<file path="config.mk">
export PLATFORM = sky130hd
export DESIGN_NAME = stream_dispatch_1to3
export DESIGN_NICKNAME = d
export VERILOG_FILES = /design/src/rtl/stream_dispatch_pkg.sv /design/src/rtl/stream_fifo.sv /design/src/rtl/stream_dispatch_1to3.sv
export SDC_FILE = /design/constraint.sdc
export NUM_CORES = 1
export LEC_CHECK = 0
export ABC_CLOCK_PERIOD_IN_PS = 7300
export BUFFER_PORTS_ARGS = -buffer_cell sky130_fd_sc_hd__buf_4
export CORE_MARGIN = 10
export CORE_UTILIZATION = 61
export CTS_BUF_LIST = sky130_fd_sc_hd__clkbuf_16
export CTS_CLUSTER_DIAMETER = 150
export DETAILED_ROUTE_END_ITERATION = 8
export PLACE_DENSITY_LB_ADDON = 0.3
export SYNTH_ARGS = -nofsm -noshare
export SYNTH_HDL_FRONTEND = slang
export SYNTH_SLANG_ARGS = --single-unit
</file>
<file path="constraint.sdc">
create_clock -name clk_user -period 7.3 [get_ports clk_user]
set_input_delay 1.095 -clock clk_user [delete_from_list [all_inputs] [get_ports clk_user]]
set_output_delay 1.095 -clock clk_user [all_outputs]
set_load 0.005 [all_outputs]
</file>
<file path="src/rtl/stream_dispatch_pkg.sv">
// Shared definitions for the 1-to-3 stream dispatcher: header field
// positions, the broadcast destination code and the dispatcher FSM states.
package stream_dispatch_pkg;

  // Header word layout
  localparam int DEST_LSB = 0;
  localparam int DEST_MSB = 1;
  localparam int LEN_LSB  = 16;
  localparam int LEN_MSB  = 31;

  // Destination code that targets every output
  localparam logic [1:0] DEST_BCAST = 2'd3;

  // Number of output channels
  localparam int N_OUT = 3;

  typedef enum logic {
    HDR     = 1'b0,
    PAYLOAD = 1'b1
  } state_t;

endpackage

</file>
<file path="src/rtl/stream_fifo.sv">
// Synchronous single-clock FIFO. A push while full is dropped even if a pop
// happens in the same cycle; a pop while empty is ignored.
module stream_fifo #(
  parameter int WIDTH = 32,
  parameter int DEPTH = 4
) (
  input  logic             clk,
  input  logic             reset,
  input  logic             push,
  input  logic [WIDTH-1:0] wdata,
  input  logic             pop,
  output logic             full,
  output logic             empty,
  output logic [WIDTH-1:0] head
);

  localparam int AW = $clog2(DEPTH);

  logic [WIDTH-1:0] mem [DEPTH];
  logic [AW-1:0]    wr_ptr;
  logic [AW-1:0]    rd_ptr;
  logic [AW:0]      count;
  logic             do_push;
  logic             do_pop;

  assign full    = (count == (AW+1)'(DEPTH));
  assign empty   = (count == '0);
  assign do_push = push & ~full;
  assign do_pop  = pop & ~empty;
  assign head    = mem[rd_ptr];

  // Pointer and occupancy bookkeeping; pointers wrap naturally modulo DEPTH
  always_ff @(posedge clk) begin
    if (reset) begin
      wr_ptr <= '0;
      rd_ptr <= '0;
      count  <= '0;
    end else begin
      if (do_push) wr_ptr <= wr_ptr + 1'b1;
      if (do_pop)  rd_ptr <= rd_ptr + 1'b1;
      case ({do_push, do_pop})
        2'b10:   count <= count + 1'b1;
        2'b01:   count <= count - 1'b1;
        default: count <= count;
      endcase
    end
  end

  // Storage array; contents need no reset since empty masks them
  always_ff @(posedge clk) begin
    if (do_push) mem[wr_ptr] <= wdata;
  end

endmodule

</file>
<file path="src/rtl/stream_dispatch_1to3.sv">
// 1-to-3 packet dispatcher. A header word selects one output (or all three)
// and a payload length; the following payload words are buffered in
// per-output FIFOs. Headers are consumed and never forwarded.
//
// Handshake: on every channel a word moves only in a cycle where vld and ack
// are both high at the rising clock edge. vld never waits for ack; the
// inbound ack is derived from state and FIFO fullness only, never from vld.
module stream_dispatch_1to3
  import stream_dispatch_pkg::*;
#(
  parameter int PAYLOAD_BITS = 32,
  parameter int FIFO_DEPTH   = 4
) (
  input  logic                    clk_user,
  input  logic                    reset,
  input  logic [PAYLOAD_BITS-1:0] dout_leaf_interface2user_1,
  input  logic                    vld_interface2user_1,
  output logic                    ack_user2interface_1,
  output logic [PAYLOAD_BITS-1:0] din_leaf_user2interface_1,
  output logic [PAYLOAD_BITS-1:0] din_leaf_user2interface_2,
  output logic [PAYLOAD_BITS-1:0] din_leaf_user2interface_3,
  output logic                    vld_user2interface_1,
  output logic                    vld_user2interface_2,
  output logic                    vld_user2interface_3,
  input  logic                    ack_interface2user_1,
  input  logic                    ack_interface2user_2,
  input  logic                    ack_interface2user_3,
  output logic                    busy,
  output logic                    state_dbg
);

  state_t      state, state_nxt;
  logic [1:0]  dest_q, dest_nxt;
  logic [15:0] remaining_q, remaining_nxt;

  logic [N_OUT-1:0] full, empty, push, pop, ack_out;
  logic [PAYLOAD_BITS-1:0] head [N_OUT];

  logic [1:0]  hdr_dest;
  logic [15:0] hdr_len;

  assign hdr_dest = dout_leaf_interface2user_1[DEST_MSB:DEST_LSB];
  assign hdr_len  = dout_leaf_interface2user_1[LEN_MSB:LEN_LSB];
  assign ack_out  = {ack_interface2user_3, ack_interface2user_2, ack_interface2user_1};

  // State, latched destination and remaining-word counter
  always_ff @(posedge clk_user) begin
    if (reset) begin
      state       <= HDR;
      dest_q      <= '0;
      remaining_q <= '0;
    end else begin
      state       <= state_nxt;
      dest_q      <= dest_nxt;
      remaining_q <= remaining_nxt;
    end
  end

  // Header decode, inbound ack and FIFO push selection
  always_comb begin
    state_nxt            = state;
    dest_nxt             = dest_q;
    remaining_nxt        = remaining_q;
    ack_user2interface_1 = 1'b1;
    push                 = '0;
    case (state)
      HDR: begin
        ack_user2interface_1 = 1'b1;
        // Zero-length headers are swallowed and we stay waiting for a header
        if (vld_interface2user_1 && (hdr_len != 16'd0)) begin
          dest_nxt      = hdr_dest;
          remaining_nxt = hdr_len;
          state_nxt     = PAYLOAD;
        end
      end
      PAYLOAD: begin
        if (dest_q == DEST_BCAST) ack_user2interface_1 = ~|full;
        else                      ack_user2interface_1 = ~full[dest_q];
        if (vld_interface2user_1 && ack_user2interface_1) begin
          push          = (dest_q == DEST_BCAST) ? 3'b111 : (3'b001 << dest_q);
          remaining_nxt = remaining_q - 16'd1;
          if (remaining_q == 16'd1) state_nxt = HDR;
        end
      end
      default: state_nxt = HDR;
    endcase
  end

  assign pop = ~empty & ack_out;

  for (genvar g = 0; g < N_OUT; g++) begin : g_fifo
    stream_fifo #(
      .WIDTH (PAYLOAD_BITS),
      .DEPTH (FIFO_DEPTH)
    ) u_fifo (
      .clk   (clk_user),
      .reset (reset),
      .push  (push[g]),
      .wdata (dout_leaf_interface2user_1),
      .pop   (pop[g]),
      .full  (full[g]),
      .empty (empty[g]),
      .head  (head[g])
    );
  end

  assign vld_user2interface_1      = ~empty[0];
  assign vld_user2interface_2      = ~empty[1];
  assign vld_user2interface_3      = ~empty[2];
  assign din_leaf_user2interface_1 = head[0];
  assign din_leaf_user2interface_2 = head[1];
  assign din_leaf_user2interface_3 = head[2];

  assign busy      = (state == PAYLOAD) | ~&empty;
  assign state_dbg = (state == PAYLOAD);

endmodule

</file>
# After elaboration in Yosys (flattened, before gate mapping)
# Memory sizes are Yosys's and may differ from the RTL's. A register that Yosys moved wholly into a read port is not among the register bits.
# Index checks and enable logic that the tools add are counted.
# totals
input_bits	38
latch_bits	0
mem_bits_rw	384
output_inout_bits	102
word_cells	105
memories	3
romBits	0
register_bits	40
# mem_list
memory	depth	width	rd	rd_ports_with_merged_regs	wr	line_no	source
g_fifo[0].u_fifo.mem	4	32	1	1	1	stream_fifo.sv:19	logic [WIDTH-1:0] mem [DEPTH];
g_fifo[1].u_fifo.mem	4	32	1	1	1	stream_fifo.sv:19	
g_fifo[2].u_fifo.mem	4	32	1	1	1	stream_fifo.sv:19	
# op_classes
n_reduce_logical	15
n_lt_le_gt_ge	1
eq_ne	13
n_div	0
mux	30
shifts	1
bitwise	17
add_sub_neg	13
mul	0
# ops
operator	n
2-to-1 mux 16 bit	2
case mux 16 bit (2 select lines)	1
case mux 3 bit (2 select lines)	3
== test 16 x 1 -> 1 bit, second input constant	1
nonzero test 16 bit	1
subtractor 16 x 1 -> 16 bit, second input constant	1
adder 2 x 1 -> 2 bit, second input constant	6
2-to-1 mux 1 bit	12
2-to-1 mux 2 bit	6
adder 3 x 1 -> 3 bit, second input constant	3
== test 3 bit, second input constant	3
zero test 3 bit	3
2-to-1 mux 3 bit	3
subtractor 3 x 1 -> 3 bit, second input constant	3
== test 2 bit, second input constant	4
NOT 1 bit	8
AND 1 bit	6
== test 2 x 1 -> 1 bit, second input constant	3
nonzero test 2 bit	3
case mux 1 bit (2 select lines)	2
AND reduction 2 bit	2
AND 3 bit	1
less-than comparator 2 x 3 -> 1 bit, second input constant	1
NOT 3 bit	1
9 further kinds	11

# Logic depth before layout (Yosys ltp)
# Gate-level depths: netlist of the first run.
# logic_depth
depth_word	12
ltp_mapped	12
depth_no_buf	12

# Modules after synthesis
# Synthesis of the first run repeated with hierarchy kept, for this count alone.
# hier_totals
cells_unflattened	849
area_unflattened_um2	16824.9
# by_module_without_submodules
mod	area_each_um2	cells_per_inst	instances	seq_area_each_um2
stream_fifo	5143.7	221	3	4023.9
stream_dispatch_1to3	1393.8	186	1	380.4

# Worst setup path after synthesis of the first run
# Ideal clock, no wire load.
# synth_timing
path_kind	in2reg
start	input port vld_interface2user_1
end	memory g_fifo[0].u_fifo.mem[0][0], enable pin
setup_ns	0.392
n_path_buf	1
arrival_ns	2.669
setup_slack_ns	4.239
path_stages	5
required_ns	6.908
cell_sequence	nand2_1 > nor4_2 > a31o_2 > clkbuf_1 > and3_1
# synth_via
elab_chain_cells	6
# synth_lines
element	line_no	source
start: declaration	stream_dispatch_1to3.sv:17	input logic vld_interface2user_1,
logical AND 1 bit	stream_dispatch_1to3.sv:79	if (vld_interface2user_1 && ack_user2interface_1) begin
2-to-1 mux 3 bit	stream_dispatch_1to3.sv:79	
2-to-1 mux 3 bit	stream_dispatch_1to3.sv:66	case (state)
AND 1 bit	stream_fifo.sv:28	assign do_push = push & ~full;
2-to-1 mux 1 bit	stream_fifo.sv:51	if (do_push) mem[wr_ptr] <= wdata;
2-to-1 mux 1 bit (not written as such)	stream_fifo.sv:51	
end: declaration	stream_fifo.sv:19	
# Every way passes these cells.

==> flow_summary.toml, run 1 <==
[hold_path]
hold_path_depth = 2
hp-class = "flop to flop"
timing.hold.worst.start = "remaining_q[1]"
whs_endpoint = "remaining_q[1]"

[synthesis]
postSynthAreaPerCell_um2 = 19.7
yosys_most_used_dff = "sky130_fd_sc_hd__edfxtp_1"
synth_top_cell_by_area = "sky130_fd_sc_hd__edfxtp_1"
synthesis.yosys.warnings = 0
net_count_after_synthesis = 905
synth.distinct_cells = 53
synthesis.instances = 844
mappedNetlistArea_um2 = 16600
yosys-top-cells-area = "sky130_fd_sc_hd__edfxtp_1 (69%), sky130_fd_sc_hd__mux4_2 (13%), sky130_fd_sc_hd__dfxtp_1 (5.5%)"
share_of_synthesized_registers_carrying_an_async_set_or_reset_pct = 0
synth_sequential_area_ratio_pct = 74.9
synth-edff-count = 384
netlist.area_leader.share_pct = 69.4
postSynthRegisterBits = 430

[critical_path]
critPathBufInv = 2
crit-reg2reg-launch = "g_fifo[1].u_fifo.count[2]"
timing.critical_path.cells = "buf_4 > mux4_2 > buf_4"
crit_arrival_ns = 2.45
worstRegToRegCells = 11
worstSetupStartpointType = "flop"
critPathSlowestCell = "sky130_fd_sc_hd__mux4_2"
critical-path-top-delay-family = "buffers and inverters"
critical_path_peak_fanout = 24
end_kind = "output pin"
cp_data_required_time_ns = 6.20
critical-path-top-cell-by-count = "sky130_fd_sc_hd__buf_4"
r2r_end = "g_fifo[1].u_fifo.count[2]"
timing.critical_path.depth = 3
largest_stage_delay_worst_path_ns = 0.62
r2r_slack_ns = 4.26
timing_worst_setup_path_type = "flop to output pin"

[place]
finalWeightedCongestion = 0.807
detailedPlace.worstSlack_ns = 3.78
placed_cells_incl_taps = 1291
dp.final_hpwl_mm = 20.4
place.port_buffers = 139

[route]
postRouteAntennaNets = 0
routed-via-count = 8511
first_pass_iters = 5
drt-vias-per-instance = 6.24
dr.first_iter.drc_count = 890
routed_wl_per_cell_um = 27.3
routed_wirelength_mm = 37.2
drt_drc_violations_left = 0

[timing]
timing.final.crit_period_ns = 3.54
fin_crit_sh_pct = 48.6
report.final.slew_viol_count = 0
setup-violations-final = 0
worst_slew_margin_rel_pct = 32.0
worst_pin_slew_ns = 1.02
f_max_ghz = 0.282
finClkSkew_ns = 0.0158
fin_tns_setup_ns = 0
rsz0062_at_grt = "no"
final_hold_viol_count = 0
setup_slack_ns = 3.76

[cts]
worst_skew_pair.late_latency_ns = 0.54
number_of_buffers_between_clock_root_and_the_deepest_sink = 3
worst_setup_hold_path_clk_slew_ns = 0.06
postCtsResizedCells = 0
tritoncts_num_sinks = 430
tritoncts = "yes"
cts.repair_timing.setup_buffer_count = 0
cts_hold_buf = 0
numCtsBuffers = 42
root_buffer_cell = "sky130_fd_sc_hd__clkbuf_16"
htree_num_levels = 2

[final_layout]
layout_cells_sized_above_1_pct = 32.5
nets = 1055
sequential_cell_area_um2 = 12500
fill_cells = 1584
multiInputGateArea_um2 = 3920
final_cell_mix = "sky130_fd_sc_hd__edfxtp_1 (384), sky130_fd_sc_hd__buf_4 (144), sky130_fd_sc_hd__mux4_2 (96), sky130_fd_sc_hd__clkbuf_16 (43), sky130_fd_sc_hd__dfxtp_1 (40)"
postLayoutCoreUtil_pct = 71.8
insertedDiodeCount = 0
most_common_cell_after_layout_fill_and_taps_aside = "sky130_fd_sc_hd__edfxtp_1"
synthToLayoutAreaGrowth_pct = 16.0
final_cell_count_no_fill = 1365

[grt]
antenna_found_initial = 0
maximum_number_of_pins_on_one_net_before_global_route_repair = 53
track_usage_pct = 22.1
first_global_vias = 8734
grt_overflow_total = 0
wire_length_of_the_first_global_routing_pass_mm = 55.9

[power_and_ir_drop]
pwr-share-clk_pct = 37.2
power.total_uw = 5540
p_sw_uw = 1280
sequentialPowerShare_pct = 50.8
internal_power_uw = 4260
vdd_ir_drop_max_mv = 0.169
pwr_density_nw_per_um2 = 287
sw_frac_of_total_pct = 23.1
leakagePower_uw = 0.00634
power.share.combinational_pct = 12.1

[run]
cap_violations = 0

[floorplanning]
number_of_top_level_pins = 140
fp.dieW_um = 185
chipHeight_um = 185
row_count = 60
floorplan.die_area_um2 = 34300
initial_utilization_pct = 61.9
coreArea_um2 = 26900

[outcome]
run_status = "completed"
## area by class of cell
class / instances / area share [%]
repair buffers: 144 / 5.60
flip-flops and latches: 430 / 64.6
well taps: 341 / 2.21
clock buffers: 43 / 5.58
clock inverters: 31 / 1.16
multi-input cells: 349 / 20.3
inverters: 27 / 0.525
## Yosys cell counts, types with 2 or more instances
library cell,instances
sky130_fd_sc_hd__edfxtp_1,384
sky130_fd_sc_hd__mux4_2,96
sky130_fd_sc_hd__dfxtp_1,46
sky130_fd_sc_hd__nor2_1,33
sky130_fd_sc_hd__a21oi_1,30
sky130_fd_sc_hd__inv_1,27
sky130_fd_sc_hd__clkbuf_1,21
sky130_fd_sc_hd__ha_1,20
sky130_fd_sc_hd__nand2_1,17
sky130_fd_sc_hd__o21ai_0,17
sky130_fd_sc_hd__and3_1,14
sky130_fd_sc_hd__nand2b_1,12
sky130_fd_sc_hd__nand3_1,12
sky130_fd_sc_hd__buf_2,11
sky130_fd_sc_hd__or3_1,9
sky130_fd_sc_hd__xor2_1,9
sky130_fd_sc_hd__a31oi_1,8
sky130_fd_sc_hd__nor2b_1,8
sky130_fd_sc_hd__o32ai_1,7
sky130_fd_sc_hd__nor4_2,6
sky130_fd_sc_hd__a21boi_0,4
sky130_fd_sc_hd__and2_1,4
sky130_fd_sc_hd__buf_1,4
sky130_fd_sc_hd__a21o_1,3
sky130_fd_sc_hd__fa_1,3
sky130_fd_sc_hd__mux2i_1,3
sky130_fd_sc_hd__nor3_1,3
sky130_fd_sc_hd__xnor2_1,3
sky130_fd_sc_hd__nor3b_2,2
sky130_fd_sc_hd__nor4_1,2
sky130_fd_sc_hd__o31ai_1,2
sky130_fd_sc_hd__or2_2,2
sky130_fd_sc_hd__or4_1,2
## stage by stage
stage	cell area [µm²]	hold slack, ns
after floorplan	16600	0.454
after global placement	18000	0.467
after detailed placement	18000	0.477
after CTS	19300	0.484
after global routing	19300	0.510
final	19300	0.482
## worst min-delay path, cell delays in order, from the launching register on
cell	delay (ns)
sky130_fd_sc_hd__dfxtp_1	0.33
sky130_fd_sc_hd__nand2_1	0.06
sky130_fd_sc_hd__a21oi_1	0.05
## worst max path at each step
stage	start	endpoint	slack, ns
floorplan	vld_interface2user_1	g_fifo[0].u_fifo.mem[0][0]	4.24
global placement	vld_interface2user_1	g_fifo[1].u_fifo.count[2]	3.85
detailed placement	vld_interface2user_1	g_fifo[2].u_fifo.count[2]	3.78
CTS	flop	din_leaf_user2interface_1[9]	3.67
global route	flop	din_leaf_user2interface_1[9]	3.58
finish	flop	din_leaf_user2interface_1[9]	3.76
## state kept, by name (all words and copies together) (netlist names), named ones only
| name | flops |
|---|---|
| g_fifo.u_fifo.mem | 384 |
| g_fifo.u_fifo.wr_ptr | 6 |
| remaining_q | 16 |
| dest_q | 2 |
| g_fifo.u_fifo.count | 9 |
| g_fifo.u_fifo.rd_ptr | 6 |
| state_dbg | 1 |
## layer usage
layer	share of wire, %	track usage, %	vias up
li1	-	-	3696
met2	52	37.5	364
met5	0	0	-
met3	6.9	4.31	54
met1	39	29.0	4397
met4	2.0	5.40	0
## logic make-up after synthesis
kind of cell    after synthesis  synth area share (%)
xor+xnor                     12                 0.632
compound gates               79                  2.97
fa+ha+maj                    23                  1.87
simple gates                135                  4.76
flops                       430                  74.9
buf+inv                      65                  1.62
mux                         100                  13.3
## power groups by stage
stage	registers [µW]	logic (µW)	clock network, µW
floorplan	2830	400	0
global placement	2860	657	0
detailed placement	2860	669	0
CTS	2810	679	2090
global route	2820	725	2180
finish	2810	667	2060
Power figures use the tool's default switching activity.
==> run 2, diff against run 1 <==
--- a/config.mk
+++ b/config.mk
@@ -5,10 +5,10 @@
 export SDC_FILE = /design/constraint.sdc
 export NUM_CORES = 1
 export LEC_CHECK = 0
-export ABC_CLOCK_PERIOD_IN_PS = 7300
+export ABC_CLOCK_PERIOD_IN_PS = 3000
 export BUFFER_PORTS_ARGS = -buffer_cell sky130_fd_sc_hd__buf_4
 export CORE_MARGIN = 10
-export CORE_UTILIZATION = 61
+export CORE_UTILIZATION = 54
 export CTS_BUF_LIST = sky130_fd_sc_hd__clkbuf_16
 export CTS_CLUSTER_DIAMETER = 150
 export DETAILED_ROUTE_END_ITERATION = 8
==> constraint.sdc (replaced) <==
create_clock -name clk_user -period 3 [get_ports clk_user]
set_input_delay 0.45 -clock clk_user [delete_from_list [all_inputs] [get_ports clk_user]]
set_output_delay 0.45 -clock clk_user [all_outputs]
set_load 0.005 [all_outputs]
==> flow_summary.toml, run 2 (same netlist as run 1, synthesis figures left out) <==
[floorplanning]
row_count = 64
initial_utilization_pct = 54.5
fp.dieW_um = 195
chipHeight_um = 195
floorplan.die_area_um2 = 38200
number_of_top_level_pins = 140
coreArea_um2 = 30500

[final_layout]
final_cell_mix = "sky130_fd_sc_hd__edfxtp_1 (384), sky130_fd_sc_hd__buf_4 (153), sky130_fd_sc_hd__mux4_2 (96), sky130_fd_sc_hd__clkbuf_16 (43), sky130_fd_sc_hd__dfxtp_1 (40)"
layout_cells_sized_above_1_pct = 34.3
final_cell_count_no_fill = 1448
fill_cells = 2049
number_of_flip_flops_under_the_largest_register_name = 384
postLayoutCoreUtil_pct = 65.1
most_common_cell_after_layout_fill_and_taps_aside = "sky130_fd_sc_hd__edfxtp_1"
regMostFlops = "g_fifo.u_fifo.mem"
final_design_area_no_fill_um2 = 19800
top_regs = "g_fifo.u_fifo.mem: 384 flops, remaining_q: 16 flops, g_fifo.u_fifo.count: 9 flops"
synthToLayoutAreaGrowth_pct = 19.4
insertedDiodeCount = 0
nets = 1078

[timing]
timing.final.crit_period_ns = 2.75
finalHoldWorstSlack_ns = 0.159
final_hold_viol_count = 0
worst_pin_slew_ns = 0.579
f_max_ghz = 0.364
finClkSkew_ns = 0.0254
setup-violations-final = 0
rsz0062_at_grt = "no"
worst_slew_margin_rel_pct = 61.4
fin_tns_setup_ns = 0
fin_crit_sh_pct = 91.7
report.final.slew_viol_count = 0

[power_and_ir_drop]
pwr-share-clk_pct = 39.1
sw_frac_of_total_pct = 22.6
sequentialPowerShare_pct = 48.7
p_sw_uw = 3150
vdd_ir_drop_max_mv = 0.561
internal_power_uw = 10800
pwr_density_nw_per_um2 = 702
power.share.combinational_pct = 12.3
leakagePower_uw = 0.00658

[critical_path]
end_kind = "flop"
worstSetupStartpointType = "flop"
critical_path.startpoint = "g_fifo[2].u_fifo.count[2]"
crit_arrival_ns = 3.21
timing_worst_setup_path_type = "flop to flop"
crit-reg2reg-launch = "g_fifo[2].u_fifo.count[2]"
cp_data_required_time_ns = 3.46
critical_path_peak_fanout = 5

[route]
routed_wl_per_cell_um = 24.4
routed_wirelength_mm = 35.3
drt_drc_violations_left = 0
drt-vias-per-instance = 5.87
dr.first_iter.drc_count = 812
routed-via-count = 8503
first_pass_iters = 5
postRouteAntennaNets = 0

[cts]
root_buffer_cell = "sky130_fd_sc_hd__clkbuf_16"
htree_num_levels = 2
cts_hold_buf = 0
worst_setup_hold_path_clk_slew_ns = 0.06
tritoncts_num_sinks = 430
cts.repair_timing.setup_buffer_count = 0
numCtsBuffers = 43
tritoncts = "yes"
worst_skew_pair.late_latency_ns = 0.56
number_of_buffers_between_clock_root_and_the_deepest_sink = 3
postCtsResizedCells = 0

[place]
placed_cells_incl_taps = 1368
placed_cell_area_um2 = 18400
dp.final_hpwl_mm = 21.9
finalWeightedCongestion = 0.800
place.port_buffers = 139

[hold_path]
timing.hold.worst.start = "dout_leaf_interface2user_1[2]"
hp-class = "input port to flop"

[grt]
maximum_number_of_pins_on_one_net_before_global_route_repair = 53
grt_overflow_total = 0
first_global_vias = 8763
antenna_found_initial = 0
track_usage_pct = 18.3
wire_length_of_the_first_global_routing_pass_mm = 54.0

[run]
cap_violations = 0

[outcome]
run_status = "completed"
## run 2: worst max-delay path: stages, from the launching register on
cell	delay [ns]
sky130_fd_sc_hd__dfxtp_1	0.36
sky130_fd_sc_hd__nor3b_4	0.33
sky130_fd_sc_hd__nand3_2	0.16
sky130_fd_sc_hd__a31oi_1	0.35
sky130_fd_sc_hd__nor2_1	0.10
sky130_fd_sc_hd__inv_1	0.07
sky130_fd_sc_hd__ha_1	0.17
sky130_fd_sc_hd__inv_1	0.07
sky130_fd_sc_hd__fa_1	0.43
sky130_fd_sc_hd__xor2_1	0.16
sky130_fd_sc_hd__or3_1	0.31
sky130_fd_sc_hd__a21oi_1	0.15
## run 2: metal layers
metal  vias to the layer above  global-route usage, %  wire (µm)
met5                         -                   1.19         61
met4                         2                   4.47        636
met3                        50                   4.18       2460
met2                       304                   29.3      17400
met1                      4391                   25.1      14700
li1                       3756                      -          -
## run 2: metrics by stage
step	setup WS (ns)	power [µW]
after global placement	0.353	8620
after CTS	0.222	14100
after floorplan	0.409	7850
final	0.250	13900
after global routing	0.0571	14400
after detailed placement	0.243	8640
## run 2: area by class of cell
class,instances,area [µm²],area share [%]
repair buffers,166,1410,7.10
multi-input cells,349,3920,19.7
clock buffers,43,1080,5.42
flip-flops and latches,430,12500,62.8
inverters,27,101,0.511
clock inverters,37,387,1.95
well taps,396,495,2.50
## run 2: path summary, 6_finish.rpt
kind | to | slack, ns | depth (start not counted)
worst max register to register | g_fifo[2].u_fifo.count[2] | 0.25 | 11
worst max-delay path | g_fifo[2].u_fifo.count[2] | 0.25 | 11
worst min register to register | remaining_q[1] | 0.48 | 2
worst min-delay path | g_fifo[0].u_fifo.mem[3][2] | 0.16 | 1
## run 2: power groups by stage
stage	registers [µW]	clock network, µW	logic (µW)
4_1_cts	6780	5540	1750
2_1_floorplan	6880	0	973
5_1_grt	6790	5770	1880
3_5_place_dp	6900	0	1740
6_report	6780	5450	1710
3_3_place_gp	6900	0	1730
